### src/rtl/sha256_pkg.sv
// rtl/sha256_pkg.sv - shared types, constants and block-count helper for the SHA-256 message padder
package sha256_pkg;

  typedef enum logic [1:0] {
    IDLE = 2'd0,
    LOAD = 2'd1,
    OUT  = 2'd2
  } state_e;

  localparam int          BLOCK_WORDS = 16;
  localparam logic [31:0] PAD_WORD    = 32'h8000_0000;

  // Message words + one pad word + two length words, rounded up to whole blocks.
  function automatic int num_blocks(input int nw);
    return (nw + 3 + BLOCK_WORDS - 1) / BLOCK_WORDS;
  endfunction

endpackage

### src/rtl/sha256_pad_word_sel.sv
// rtl/sha256_pad_word_sel.sv - picks message, pad, zero or length word for global word index n
// SHA_PAD_BSWAP_EN: byte-reverse memory words before insertion (pad/length words untouched).
module sha256_pad_word_sel
  import sha256_pkg::*;
#(
  parameter int NUM_OF_WORDS = 20
) (
  input  logic [15:0] n_i,
  input  logic [31:0] mem_word_i,
  output logic [31:0] word_o
);

  localparam int          NUM_BLOCKS = num_blocks(NUM_OF_WORDS);
  localparam logic [15:0] NW_IDX     = 16'(NUM_OF_WORDS);
  localparam logic [15:0] LAST_IDX   = 16'(NUM_BLOCKS * BLOCK_WORDS - 1);
  localparam logic [31:0] LEN_LO     = 32'(NUM_OF_WORDS * 32);

  logic [31:0] msg_word;

`ifdef SHA_PAD_BSWAP_EN
  assign msg_word = {mem_word_i[7:0], mem_word_i[15:8], mem_word_i[23:16], mem_word_i[31:24]};
`else
  assign msg_word = mem_word_i;
`endif

  // The upper length word is always zero for legal lengths, so it falls into the default.
  always_comb begin
    word_o = 32'h0;
    if (n_i < NW_IDX) begin
      word_o = msg_word;
    end else if (n_i == NW_IDX) begin
      word_o = PAD_WORD;
    end else if (n_i == LAST_IDX) begin
      word_o = LEN_LO;
    end
  end

endmodule

### src/rtl/sha256_msg_padder.sv
// rtl/sha256_msg_padder.sv - reads a message from memory, pads it and emits 512-bit SHA-256 blocks
// Optional build macro SHA_PAD_BSWAP_EN (handled in sha256_pad_word_sel) byte-swaps message words.
module sha256_msg_padder
  import sha256_pkg::*;
#(
  parameter int NUM_OF_WORDS = 20
) (
  input  logic         clk,
  input  logic         reset_n,
  input  logic         start,
  input  logic [15:0]  message_addr,
  output logic [15:0]  mem_addr,
  output logic         mem_we,
  input  logic [31:0]  mem_read_data,
  output logic [511:0] block_data,
  output logic         block_valid,
  input  logic         block_ready,
  output logic         block_last,
  output logic [7:0]   block_idx,
  output logic         done
);

  localparam int          NUM_BLOCKS = num_blocks(NUM_OF_WORDS);
  localparam logic [15:0] NW_LAST    = 16'(NUM_OF_WORDS - 1);
  localparam logic [15:0] LAST_BLK   = 16'(NUM_BLOCKS - 1);

  state_e         state_q, state_d;
  logic [15:0]    base_q;
  logic [15:0]    n_q;
  logic [15:0]    rd_n_q;
  logic [4:0]     cyc_q;
  logic [15:0]    blk_q;
  logic [511:0]   block_data_q;
  logic           block_last_q;
  logic [15:0]    mem_addr_q;
  logic [31:0]    pad_word;
  logic           handshake;

  // Reads past the message end stay parked on its last word; the data is discarded.
  function automatic logic [15:0] clamp_n(input logic [15:0] x);
    return (x > NW_LAST) ? NW_LAST : x;
  endfunction

  sha256_pad_word_sel #(
    .NUM_OF_WORDS(NUM_OF_WORDS)
  ) u_pad_word_sel (
    .n_i       (n_q),
    .mem_word_i(mem_read_data),
    .word_o    (pad_word)
  );

  assign handshake   = (state_q == OUT) && block_ready;
  assign block_valid = (state_q == OUT);
  assign done        = (state_q == IDLE);
  assign block_data  = block_data_q;
  assign block_last  = block_last_q;
  assign block_idx   = blk_q[7:0];
  assign mem_addr    = mem_addr_q;
  assign mem_we      = 1'b0;

  always_ff @(posedge clk or negedge reset_n) begin
    if (!reset_n) begin
      state_q <= IDLE;
    end else begin
      state_q <= state_d;
    end
  end

  always_comb begin
    state_d = state_q;
    case (state_q)
      IDLE: if (start) state_d = LOAD;
      LOAD: if (cyc_q == 5'd16) state_d = OUT;
      OUT:  if (handshake) state_d = block_last_q ? IDLE : LOAD;
      default: state_d = IDLE;
    endcase
  end

  // rd_n_q tracks the word being addressed, n_q the word arriving on mem_read_data one cycle later.
  always_ff @(posedge clk or negedge reset_n) begin
    if (!reset_n) begin
      base_q       <= 16'h0;
      n_q          <= 16'h0;
      rd_n_q       <= 16'h0;
      cyc_q        <= 5'd0;
      blk_q        <= 16'h0;
      block_data_q <= '0;
      block_last_q <= 1'b0;
      mem_addr_q   <= 16'h0;
    end else begin
      case (state_q)
        IDLE: begin
          if (start) begin
            base_q       <= message_addr;
            mem_addr_q   <= message_addr;
            n_q          <= 16'h0;
            rd_n_q       <= 16'h0;
            cyc_q        <= 5'd0;
            blk_q        <= 16'h0;
            block_last_q <= 1'b0;
          end
        end
        LOAD: begin
          cyc_q <= cyc_q + 5'd1;
          if (cyc_q < 5'd15) begin
            rd_n_q     <= rd_n_q + 16'd1;
            mem_addr_q <= base_q + clamp_n(rd_n_q + 16'd1);
          end
          if (cyc_q != 5'd0) begin
            block_data_q <= {block_data_q[479:0], pad_word};
            n_q          <= n_q + 16'd1;
          end
          if (cyc_q == 5'd16) begin
            block_last_q <= (blk_q == LAST_BLK);
          end
        end
        OUT: begin
          if (handshake) begin
            block_last_q <= 1'b0;
            if (!block_last_q) begin
              blk_q      <= blk_q + 16'd1;
              cyc_q      <= 5'd0;
              rd_n_q     <= n_q;
              mem_addr_q <= base_q + clamp_n(n_q);
            end
          end
        end
        default: ;
      endcase
    end
  end

endmodule

### config.mk
export PLATFORM = sky130hd
export DESIGN_NAME = sha256_msg_padder
export DESIGN_NICKNAME = d
export VERILOG_FILES = /design/src/rtl/sha256_pkg.sv /design/src/rtl/sha256_pad_word_sel.sv /design/src/rtl/sha256_msg_padder.sv
export SDC_FILE = /design/constraint.sdc
export NUM_CORES = 1
export LEC_CHECK = 0
export BUFFER_PORTS_ARGS = -buffer_cell sky130_fd_sc_hd__buf_2
export CAP_MARGIN = 10
export CORE_UTILIZATION = 45
export DETAILED_ROUTE_END_ITERATION = 12
export PLACE_DENSITY = 0.72
export SLEW_MARGIN = 15
export SYNTH_ARGS = -nofsm -noshare
export SYNTH_HDL_FRONTEND = slang
export SYNTH_SLANG_ARGS = --single-unit
### constraint.sdc
create_clock -name clk -period 3.6 [get_ports clk]
set_input_delay 0.54 -clock clk [delete_from_list [all_inputs] [get_ports clk]]
set_output_delay 0.54 -clock clk [all_outputs]
set_load 0.01 [all_outputs]
==> impl_metrics.yaml <==
floorplan:
  die_h_um: 236
  io_pins: 592
  initial_core_util: 0.458
  die_x_um: 236
  dieArea_um2: 55900
  coreArea_um2: 54000
  num_rows: 85
clock_network:
  cts.sinks: 600
  clk_path_buf_depth: 3
  cts_buffers: 66
  cts_htree_levels: 3
  cts_tree: "yes"
  root_buffer: "clkbuf_16"
  clk_latency_ns: 0.60
  clk_pin_slew_ns: 0.06
worst_setup_path:
  worstPathArrival_ns: 4.19
  cp-end-kind: "flop"
  startpoint_type: "flop"
  crit_required_ns: 4.09
  cp_max_fo: 5
  startpoint: "rd_n_q[0]$_DFFE_PN0P_"
  r2r_end: "mem_addr[14]$_DFFE_PN0P_"
  rrSetupSlack_ns: -0.1
  r2r_start: "rd_n_q[0]$_DFFE_PN0P_"
  reg2reg_depth: 15
  worstSetupPathType: "reg2reg"
logic_synthesis:
  ys_top_cells_by_area: "dfrtp_1, nand2_1, ha_1, o21ai_0, a22o_1"
  synth_top_area_cell: "dfrtp_1"
  synthDominantCellAreaShare: 0.607
  syn_inst: 2728
  ys_ff_latch: 600
  synth_seq_area_share: 0.607
  avgSynthCellArea_um2: 9.06
  synth.most_common_cell: "nand2_1"
  synth_ff_type: "dfrtp_1"
  synth_area_um2: 24700
  synth_cell_types: 69
  synth_edf_count: 0
  async_flop_share: 1.00
  yosys_warnings: 0
  synth_commonest_cells: "nand2_1, dfrtp_1, clkbuf_1"
layout:
  final_layout_size_suffix_gt1_frac: 0.248
  antenna_cells: 0
  area_growth_pct: 25.9
  fin_nets: 3423
  stdcell_count: 4084
  postLayoutCellArea_um2: 31100
power_and_ir_drop:
  p_per_area_nw_per_um2: 938
  vdd_drop_max_mv: 0.761
  power.total_w: 0.0292
  p_leak_nw: 18.1
global_route:
  grt_pass1_vias: 19740
  grt_use_total: 0.260
  gr-total-overflow: 0
  grt_max_degree: 136
  antenna_found_initial: 4
  grt_first_pass_wirelength_um: 114000
status:
  violations: "setup timing"
  outcome: "finished, violations left"
timing:
  timing.slew.headroom: 0.354
  rsz0062_at_grt: "yes"
  setup_viol: 2
  tightest_slew_ns: 0.967
  finalCriticalPeriod_ns: 3.70
  worst_slack_ns: -0.0996
  finalHoldViolations: 0
  timing.final.crit_share: 1.03
  clock_skew_ns: 0.0273
  maxSlewViolCount: 0
  fmax_mhz: 270
  whs_ns: 0.147
placement:
  gp_congestion: 0.862
  place_area_um2: 28800
  hpwlAfterDp_um: 52100
  dp.cells: 3962
  port_buffers: 590
worst_hold_path:
  min-delay-start: "mem_read_data[0]"
  min_path_cells: 2
  min_to: "block_data[0]$_DFFE_PN0P_"
  min-delay-path-class: "in2reg"
drt:
  drt-pass1-iter-count: 5
  wl_um: 73100
  wl_per_cell_um: 17.9
  drt_iter0_drc: 1561
  vias: 20664
  ant_nets: 0
  avgViaCountPerCell: 5.06
  drc: 0
run:
  maxCapViolations: 0
-- per-layer routing --
metal	track usage	part of all wire	vias up
met1	0.344	0.42	9888
met5	0	0.00033	-
met4	0.103	0.037	4
met3	0.0708	0.077	146
li1	-	-	9884
met2	0.407	0.46	742
-- where the power goes --
group | switching, W | internal, W
clock network | 0.00276 | 0.00413
logic | 0.00720 | 0.00386
registers | 0.00215 | 0.00911
total | 0.0121 | 0.0171
-- worst max-delay path by stage --
stage	endpoint	slack (ns)	depth (start not counted)
after CTS	mem_addr[14]$_DFFE_PN0P_	-0.14	15
after floorplan	mem_addr[12]$_DFFE_PN0P_	-0.01	17
after detailed placement	mem_addr[12]$_DFFE_PN0P_	-0.13	15
after global routing	mem_addr[14]$_DFFE_PN0P_	-0.26	15
after global placement	mem_addr[12]$_DFFE_PN0P_	-0.12	15
final	mem_addr[14]$_DFFE_PN0P_	-0.1	15
-- worst max-delay path: stages (launching register included) --
cell	delay, ns
dfrtp_1	0.42
ha_4	0.19
and4_4	0.17
a211oi_2	0.20
a41oi_2	0.07
a2111oi_4	0.35
nand4_2	0.19
o22a_1	0.23
ha_2	0.19
fa_2	0.39
a211oi_4	0.24
o211ai_1	0.12
a221o_1	0.34
a21o_1	0.21
mux2i_1	0.13
and2_1	0.14
-- cell families (layout without fill, tap and decap cells) --
kind of cell	count (synthesis)	count (layout)	synth area share
xor+xnor	37	37	0.0131
buf+inv	177	823	0.0318
simple gates	1665	1665	0.266
other cells	1	15	0.000152
flops	600	600	0.607
compound gates	187	187	0.0526
mux	29	29	0.0127
fa+ha+maj	32	32	0.0165
-- flip-flops by register name, indices dropped and copies added, names as in the netlist --
signal and cells:
block_data 512, base_q 16, blk_q 16, mem_addr 16, n_q 16, rd_n_q 16, cyc_q 5, state_q 2
block_last 1
-- through the flow --
step                setup slack (ns)   util  TNS (ns)
finish                       -0.0996  0.576    -0.191
detailed placement            -0.134  0.533    -0.253
global route                  -0.262  0.576    -0.974
CTS                           -0.138  0.575    -0.297
global placement              -0.117  0.533    -0.217
floorplan                    -0.0132      -   -0.0177
-- final cells by class --
type | instances | area (um2)
clock buffer | 93 | 1940
clock inverter | 24 | 302
fill | 4712 | 22900
inverter | 26 | 97.6
multi-input combinational | 1965 | 9080
sequential | 600 | 15000
tap | 696 | 871
timing repair buffer | 680 | 3820
-- cell usage in the layout, fill, tap and decap left out, types with 17 or more instances in the layout --
cell	instances
a21oi_1	30
a22o_1	31
buf_2	589
buf_4	73
clkbuf_16	68
dfrtp_1	599
ha_1	27
inv_1	25
mux2_2	17
nand2_1	1502
nand3_1	20
nor2_1	48
nor3_1	19
o21ai_0	53
xnor2_1	22
-- what timing repair did --
action	in CTS	in global routing
endpoints found under the hold margin	53	0
endpoints found under the setup margin	4	11
setup buffers	3	1
resized for setup	7	12
hold buffers	1	0
pin swaps	12	13
No activity file was read; power rests on OpenSTA's default activity.
